===== config.mk =====
export PLATFORM = sky130hd
export DESIGN_NAME = karatsuba_mult_pipe
export DESIGN_NICKNAME = d
export VERILOG_FILES = /design/src/rtl/karatsuba_mult_pipe.sv
export SDC_FILE = /design/constraint.sdc
export NUM_CORES = 2
export LEC_CHECK = 0
export ABC_AREA = 1
export BUFFER_PORTS_ARGS = -buffer_cell sky130_fd_sc_hd__buf_2
export CELL_PAD_IN_SITES_DETAIL_PLACEMENT = 1
export CELL_PAD_IN_SITES_GLOBAL_PLACEMENT = 2
export CORE_MARGIN = 2
export CORE_UTILIZATION = 25
export CTS_CLUSTER_DIAMETER = 50
export DETAILED_ROUTE_END_ITERATION = 12
export PLACE_DENSITY_LB_ADDON = 0.1
export SETUP_SLACK_MARGIN = 0.3
export SLEW_MARGIN = 20
export SYNTH_ARGS = -nofsm -noshare
export SYNTH_HDL_FRONTEND = slang
export SYNTH_SLANG_ARGS = --single-unit

===== constraint.sdc =====
create_clock -name clk -period 20.3 [get_ports clk]
set_clock_uncertainty 0.2 [all_clocks]
set_input_delay 2.03 -clock clk [delete_from_list [all_inputs] [get_ports clk]]
set_output_delay 2.03 -clock clk [all_outputs]
set_load 0.1 [all_outputs]

===== src/rtl/karatsuba_mult_pipe.sv =====
// karatsuba_mult_pipe: three-stage pipelined multiplier for any even WIDTH.
// Operands are reduced to sign + magnitude, the magnitudes are multiplied with
// a one-level Karatsuba split (three half-width products), and the sign is
// reapplied at the end. A valid/ready handshake with backpressure moves all
// stages together, and an opaque tag travels alongside each operation.
module karatsuba_mult_pipe #(
  parameter int WIDTH = 32,
  parameter int TAG_W = 4
) (
  input  logic               clk,
  input  logic               reset,
  input  logic               in_valid,
  output logic               in_ready,
  input  logic [WIDTH-1:0]   A,
  input  logic [WIDTH-1:0]   B,
  input  logic               is_signed,
  input  logic [TAG_W-1:0]   in_tag,
  output logic               out_valid,
  input  logic               out_ready,
  output logic [2*WIDTH-1:0] result,
  output logic [TAG_W-1:0]   out_tag
);

  localparam int H  = WIDTH / 2;
  // The middle Karatsuba product needs two guard bits over a plain 2H product.
  localparam int PW = 2 * H + 2;

  logic advance;

  // Stage 1 state: magnitudes, product sign and tag.
  logic             v1;
  logic             neg1;
  logic [WIDTH-1:0] ma1;
  logic [WIDTH-1:0] mb1;
  logic [TAG_W-1:0] tag1;

  // Stage 2 state: the three partial products.
  logic             v2;
  logic             neg2;
  logic [2*H-1:0]   p0_2;
  logic [2*H-1:0]   p2_2;
  logic [PW-1:0]    pm_2;
  logic [TAG_W-1:0] tag2;

  logic             sa;
  logic             sb;
  logic [WIDTH-1:0] ma_c;
  logic [WIDTH-1:0] mb_c;

  logic [H-1:0]     a0;
  logic [H-1:0]     a1;
  logic [H-1:0]     b0;
  logic [H-1:0]     b1;
  logic [H:0]       asum;
  logic [H:0]       bsum;
  logic [2*H-1:0]   p0_c;
  logic [2*H-1:0]   p2_c;
  logic [PW-1:0]    pm_c;

  logic [PW-1:0]      mid_c;
  logic [2*WIDTH-1:0] mag_c;
  logic [2*WIDTH-1:0] res_c;

  // The whole pipeline moves only when the output slot is free or being drained.
  assign advance  = !out_valid || out_ready;
  assign in_ready = advance;

  // Convert the incoming operands to sign flag plus unsigned magnitude.
  always_comb begin
    sa   = is_signed & A[WIDTH-1];
    sb   = is_signed & B[WIDTH-1];
    ma_c = sa ? -A : A;
    mb_c = sb ? -B : B;
  end

  // Karatsuba partial products: low*low, high*high and (sum)*(sum).
  always_comb begin
    a0   = ma1[H-1:0];
    a1   = ma1[WIDTH-1:H];
    b0   = mb1[H-1:0];
    b1   = mb1[WIDTH-1:H];
    asum = {1'b0, a0} + {1'b0, a1};
    bsum = {1'b0, b0} + {1'b0, b1};
    p0_c = {{H{1'b0}}, a0} * {{H{1'b0}}, b0};
    p2_c = {{H{1'b0}}, a1} * {{H{1'b0}}, b1};
    pm_c = {{(H + 1){1'b0}}, asum} * {{(H + 1){1'b0}}, bsum};
  end

  // Recombine the partial products into the magnitude and reapply the sign.
  always_comb begin
    mid_c = pm_2 - {2'b00, p0_2} - {2'b00, p2_2};
    mag_c = {p2_2, p0_2} + ({{(2 * WIDTH - PW){1'b0}}, mid_c} << H);
    res_c = neg2 ? -mag_c : mag_c;
  end

  // Stage 1 register: capture magnitudes and sign on accept.
  always_ff @(posedge clk) begin
    if (reset) begin
      v1   <= 1'b0;
      neg1 <= 1'b0;
      ma1  <= '0;
      mb1  <= '0;
      tag1 <= '0;
    end else if (advance) begin
      v1 <= in_valid;
      if (in_valid) begin
        neg1 <= sa ^ sb;
        ma1  <= ma_c;
        mb1  <= mb_c;
        tag1 <= in_tag;
      end
    end
  end

  // Stage 2 register: hold the three partial products.
  always_ff @(posedge clk) begin
    if (reset) begin
      v2   <= 1'b0;
      neg2 <= 1'b0;
      p0_2 <= '0;
      p2_2 <= '0;
      pm_2 <= '0;
      tag2 <= '0;
    end else if (advance) begin
      v2 <= v1;
      if (v1) begin
        neg2 <= neg1;
        p0_2 <= p0_c;
        p2_2 <= p2_c;
        pm_2 <= pm_c;
        tag2 <= tag1;
      end
    end
  end

  // Stage 3 register: final signed product, held while downstream stalls.
  always_ff @(posedge clk) begin
    if (reset) begin
      out_valid <= 1'b0;
      result    <= '0;
      out_tag   <= '0;
    end else if (advance) begin
      out_valid <= v2;
      if (v2) begin
        result  <= res_c;
        out_tag <= tag2;
      end
    end
  end

endmodule


**After elaboration in Yosys (flattened, before gate mapping)**

Index checks and enable logic that the tools add are counted.

- Add/sub/neg operators: 8
- Multiply operators: 3
- Divide/modulo/power cells: 0
- Order comparisons: 0
- Equality and inequality tests: 0
- Shift operators: 0
- Mux-type cells: 3
- Bitwise operators: 3
- Reductions and logical operators: 5

Operators with widths:

| kind | number |
|---|---|
| $sub 34x32->34 | 2 |
| $add 64x50->64 | 1 |
| $mul 16x16->32 | 2 |
| $mux 32 | 2 |
| $mux 64 | 1 |
| $neg 32->32 | 2 |
| $neg 64->64 | 1 |
| $add 16x16->17 | 2 |
| $mul 17x17->34 | 1 |
| $reduce_and 2->1 | 3 |
| $and 1x1->1 | 2 |
| $logic_not 1->1 | 1 |
| $logic_or 1x1->1 | 1 |
| $xor 1x1->1 | 1 |

- Flip-flop bits (word level): 243
- Bits in latches: 0
- Bits in writable memories: 0
- Bits in read-only memories: 0
- Bits of input ports: 73
- Output and inout bits: 70
- Word-level logic and storage cells: 36
- Memories kept: 0

**Longest topological paths before layout**

- Word-level depth: 5
- Depth in mapped cells: 43

**Worst setup path before layout**

No wires, ideal clock.

- Path kind: flip-flop to flip-flop
- From: register mb1[17]
- To: register pm_2[28]
- Arrival time: 7.529 ns
- Required time: 20.043 ns
- Path slack: 12.514 ns
- Stages on the path, launching flop included: 41
- Path through: dfxtp_1 > clkbuf_1 > clkbuf_1 > inv_1 > fa_1 > inv_1 > a31oi_1 > o21ai_1 > nand2_1 > nand2_1 > nand2_1 > nand2_1 > or2_2 > nand2_1 > inv_1 > clkbuf_1 > nand2_1 > fa_1 > (+5 left out) > fa_1 > fa_1 > inv_1 > fa_1 > inv_1 > ha_1 > a21oi_1 > inv_1 > a31oi_1 > a21boi_0 > inv_1 > a21oi_1 > o21ai_0 > nand2_1 > inv_1 > o21ai_0 > o211ai_1 > inv_1

- Cells in the longest elaborated chain, start to end: 2

RTL lines:

| element | line | source |
|---|---|---|
| start, declared | 34 | `logic [WIDTH-1:0] mb1;` |
| start signal, assigned | 109 | `mb1 <= mb_c;` |
| $add 16x16->17 | 83 | `bsum = {1'b0, b0} + {1'b0, b1};` |
| $mul 17x17->34 | 86 | `pm_c = {{(H + 1){1'b0}}, asum} * {{(H + 1){1'b0}}, bsum};` |
| end signal, assigned | 130 | `pm_2 <= pm_c;` |
| end, declared | 42 | `logic [PW-1:0] pm_2;` |

Every way passes these cells.
A chain may end at the register's enable or synchronous reset.

**Worst setup path in the final report**

- From: register mb1[16]
- To: register pm_2[28]

The elaborated chain is that of the path after synthesis.

==> impl_metrics.json <==
{
  "r2r_end": "pm_2[28]",
  "dieHeight_um": 431.9,
  "start_util_pct": 25.08,
  "synth-adder-area-share_pct": 39.78,
  "place_area_um2": 49190,
  "nNetsFinal": 7676,
  "synthSimpleGateAreaFrac_pct": 21.51,
  "grt_use_total_pct": 21.50,
  "layout_common_cells": "1510 x nand2_1, 1498 x inv_1, 647 x fa_1, 551 x nor2_1, 420 x ha_1",
  "yosys_warnings": 0,
  "yosys_most_used_dff": "dfxtp_1",
  "drtIter0Drc": 1897,
  "synth_xor_xnor_area_share_pct": 4.054,
  "hold_violations": 0,
  "yosysSeqAreaShare_pct": 10.63,
  "setup_viol": 0,
  "ys_ff_latch": 243,
  "period_share_pct": 47.29,
  "crit_fanout": 18,
  "core_area_um2": 182500,
  "reg2reg_from": "mb1[16]",
  "grt_max_degree": 85,
  "netlist-cell-type-count": 54,
  "drt-total-wl_um": 198900,
  "clkTransAtPathRegs_ns": 0.05,
  "endpoint_kind": "register",
  "num_rows": 157,
  "hold_class": "reg2reg",
  "relSlewSlack_pct": 24.91,
  "final_common_cell": "nand2_1",
  "overflow": 0,
  "status": "completed",
  "crit_required_ns": 20.73,
  "cts_hold_buf": 0,
  "antenna_found_initial": 3,
  "ant_nets": 0,
  "ctsHtreeMaxLevel": 2,
  "vias_per_cell": 4.528,
  "critical_path.top_delay_family": "adder cells",
  "num_vias": 40600,
  "r2r_cells": 34,
  "crit_slowest_cell": "dfxtp_1",
  "syn_inst": 6490,
  "die_x_um": 431.9,
  "hold_depth": 2,
  "drv_slew": 0,
  "synth_compound_area_share_pct": 9.419,
  "max-vdd-ir-drop_v": 0.0002527,
  "syn_to_final_growth_pct": 11.31,
  "dr.pass1.iters": 5,
  "fmax_mhz": 104.2,
  "clock_sinks": 243,
  "die_area_um2": 186500,
  "synth_nets": 7630,
  "numCtsBuffers": 52,
  "drc": 0,
  "num_io_pins": 143,
  "cellPowerDensity_nw_per_um2": 170.5,
  "worst_slew_pin_slew_ns": 1.125,
  "worst_hold_path.endpoint": "mb1[31]",
  "cts_buffer_depth": 3,
  "p_leak_nw": 27.43,
  "async_flop_share_pct": 0,
  "cts_tree": "built",
  "fin_tns_setup_ns": 0,
  "dp_hpwl_um": 167500,
  "final_area_um2": 50950,
  "r2r_setup_slack_ns": 10.70,
  "cts-resized-gates": 0,
  "synth_edf_count": 0,
  "pre_cts_ws_ns": 10.62,
  "holdCritStartpoint": "mb1[31]",
  "num-fill-cells": 22490,
  "synth_top_family_by_area": "adder cells",
  "drive_gt1_share_pct": 6.492,
  "port_buffers": 142,
  "cp_common_cell": "inv_1",
  "grt_pass1_wl_um": 296400,
  "avgSynthCellArea_um2": 7.053,
  "rsz0062_at_grt": "no",
  "period_needed_ns": 9.601,
  "post_cts_buffers": 0,
  "root_buffer": "clkbuf_16",
  "synth_area_um2": 45780,
  "worstSetupPathType": "reg2reg",
  "worst_setup_path_start_kind": "register",
  "routabilityCongestion": 0.8775,
  "drv_cap": 0,
  "synthMuxAreaShare_pct": 0,
  "clk_latency_ns": 0.69,
  "grt_pass1_vias": 44050,
  "slowest_delay_ns": 1.05,
  "finalWorstSetupSlack_ns": 10.70,
  "crit_arrival_ns": 10.03,
  "crit_buf_inv": 9,
  "wl_per_cell_um": 22.18
}
-- report_power, final --
group          switching [W]  internal [W]  total [W]
sequential         0.0000594      0.000532   0.000591
combinational        0.00491       0.00231    0.00722
clock               0.000331      0.000546   0.000878
total                0.00530       0.00339    0.00869
-- routing by layer --
| layer | up-vias | track usage [%] | part of all wire, % |
|---|---|---|---|
| li1 | 19620 | - | - |
| met5 | - | 0 | 0 |
| met1 | 20280 | 29.55 | 48 |
| met2 | 556 | 35.91 | 46 |
| met3 | 137 | 2.713 | 3.3 |
| met4 | 0 | 4.540 | 2.2 |
-- logic make-up (layout without fill, tap and decap cells) --
group / count (synthesis) / after routing
AO/OA/AOI/OAI: 785 / 785
XOR/XNOR: 211 / 211
adder cells (fa/ha/maj): 1067 / 1067
buffers and inverters: 1762 / 1849
flip-flops: 243 / 243
other: 0 / 3
AND/OR/NAND/NOR: 2422 / 2422
-- state kept, by name, summed over array words and instances (netlist names) --
name / cells
result: 64
pm_2: 34
ma1: 32
mb1: 32
p0_2: 32
p2_2: 32
out_tag: 4
tag1: 4
tag2: 4
neg1: 1
neg2: 1
out_valid: 1
v1: 1
v2: 1
-- cell type report --
class	instances	area (um2)	area share (%)
flip-flops and latches	243	4866	9.550
diodes	3	7.507	0.01473
well taps	2385	2984	5.857
clock inverters	32	345.3	0.6777
inverters	1523	5722	11.23
multi-input cells	4485	34230	67.19
clock buffers	63	1413	2.772
repair buffers	231	1381	2.711
-- stage by stage --
step                      power [W]  util (%)  hold slack (ns)  cells
final                      0.008686     27.92           0.2674   8965
after global routing       0.009759     27.92           0.2887   8962
after detailed placement   0.007888     26.95           0.2618   8867
after floorplan            0.005474         -           0.2440   6490
after global placement     0.007893     26.95           0.2556   8867
after CTS                  0.008846     27.92           0.2685   8962
-- worst min-delay path, cell delays in order (launching register included) --
cell     delay (ns)
dfxtp_1        0.31
nand2_1        0.06
a21oi_1        0.05
-- Yosys cell counts (8+ instances only) --
cell type / instances / area share, %
o21ai_0: 279 / 3.1
inv_2: 11 / 0.090
or2_2: 25 / 0.34
nor4_1: 10 / 0.14
clkinv_1: 13 / 0.11
nand3_1: 157 / 1.7
nand2_1: 1511 / 12
nor2_1: 551 / 4.5
dfxtp_1: 243 / 11
a21oi_1: 344 / 3.8
a21o_1: 14 / 0.23
a31oi_1: 41 / 0.56
nand4_1: 43 / 0.59
inv_1: 1499 / 12
nor2_2: 16 / 0.22
a21boi_0: 9 / 0.15
xor2_1: 144 / 2.8
o221ai_1: 12 / 0.23
buf_1: 8 / 0.066
o211ai_1: 26 / 0.43
a211oi_1: 9 / 0.15
xnor2_1: 66 / 1.3
o21bai_1: 15 / 0.25
fa_1: 647 / 28
o21ai_1: 8 / 0.087
nand2_2: 27 / 0.37
clkbuf_1: 218 / 1.8
ha_1: 420 / 11
nand3b_1: 14 / 0.23
nor3_1: 40 / 0.44
nand3_2: 9 / 0.20
-- worst max-delay path by stage --
| stage | depth (start not counted) | from | endpoint | slack [ns] |
|---|---|---|---|---|
| floorplan | 40 | mb1[17] | pm_2[28] | 12.51 |
| global placement | 34 | mb1[16] | pm_2[28] | 10.74 |
| detailed placement | 34 | mb1[16] | pm_2[28] | 10.62 |
| CTS | 34 | mb1[16] | pm_2[28] | 10.63 |
| global route | 34 | ma1[18] | pm_2[28] | 10.01 |
| finish | 34 | mb1[16] | pm_2[28] | 10.70 |
No activity file was read; power rests on OpenSTA's default activity.
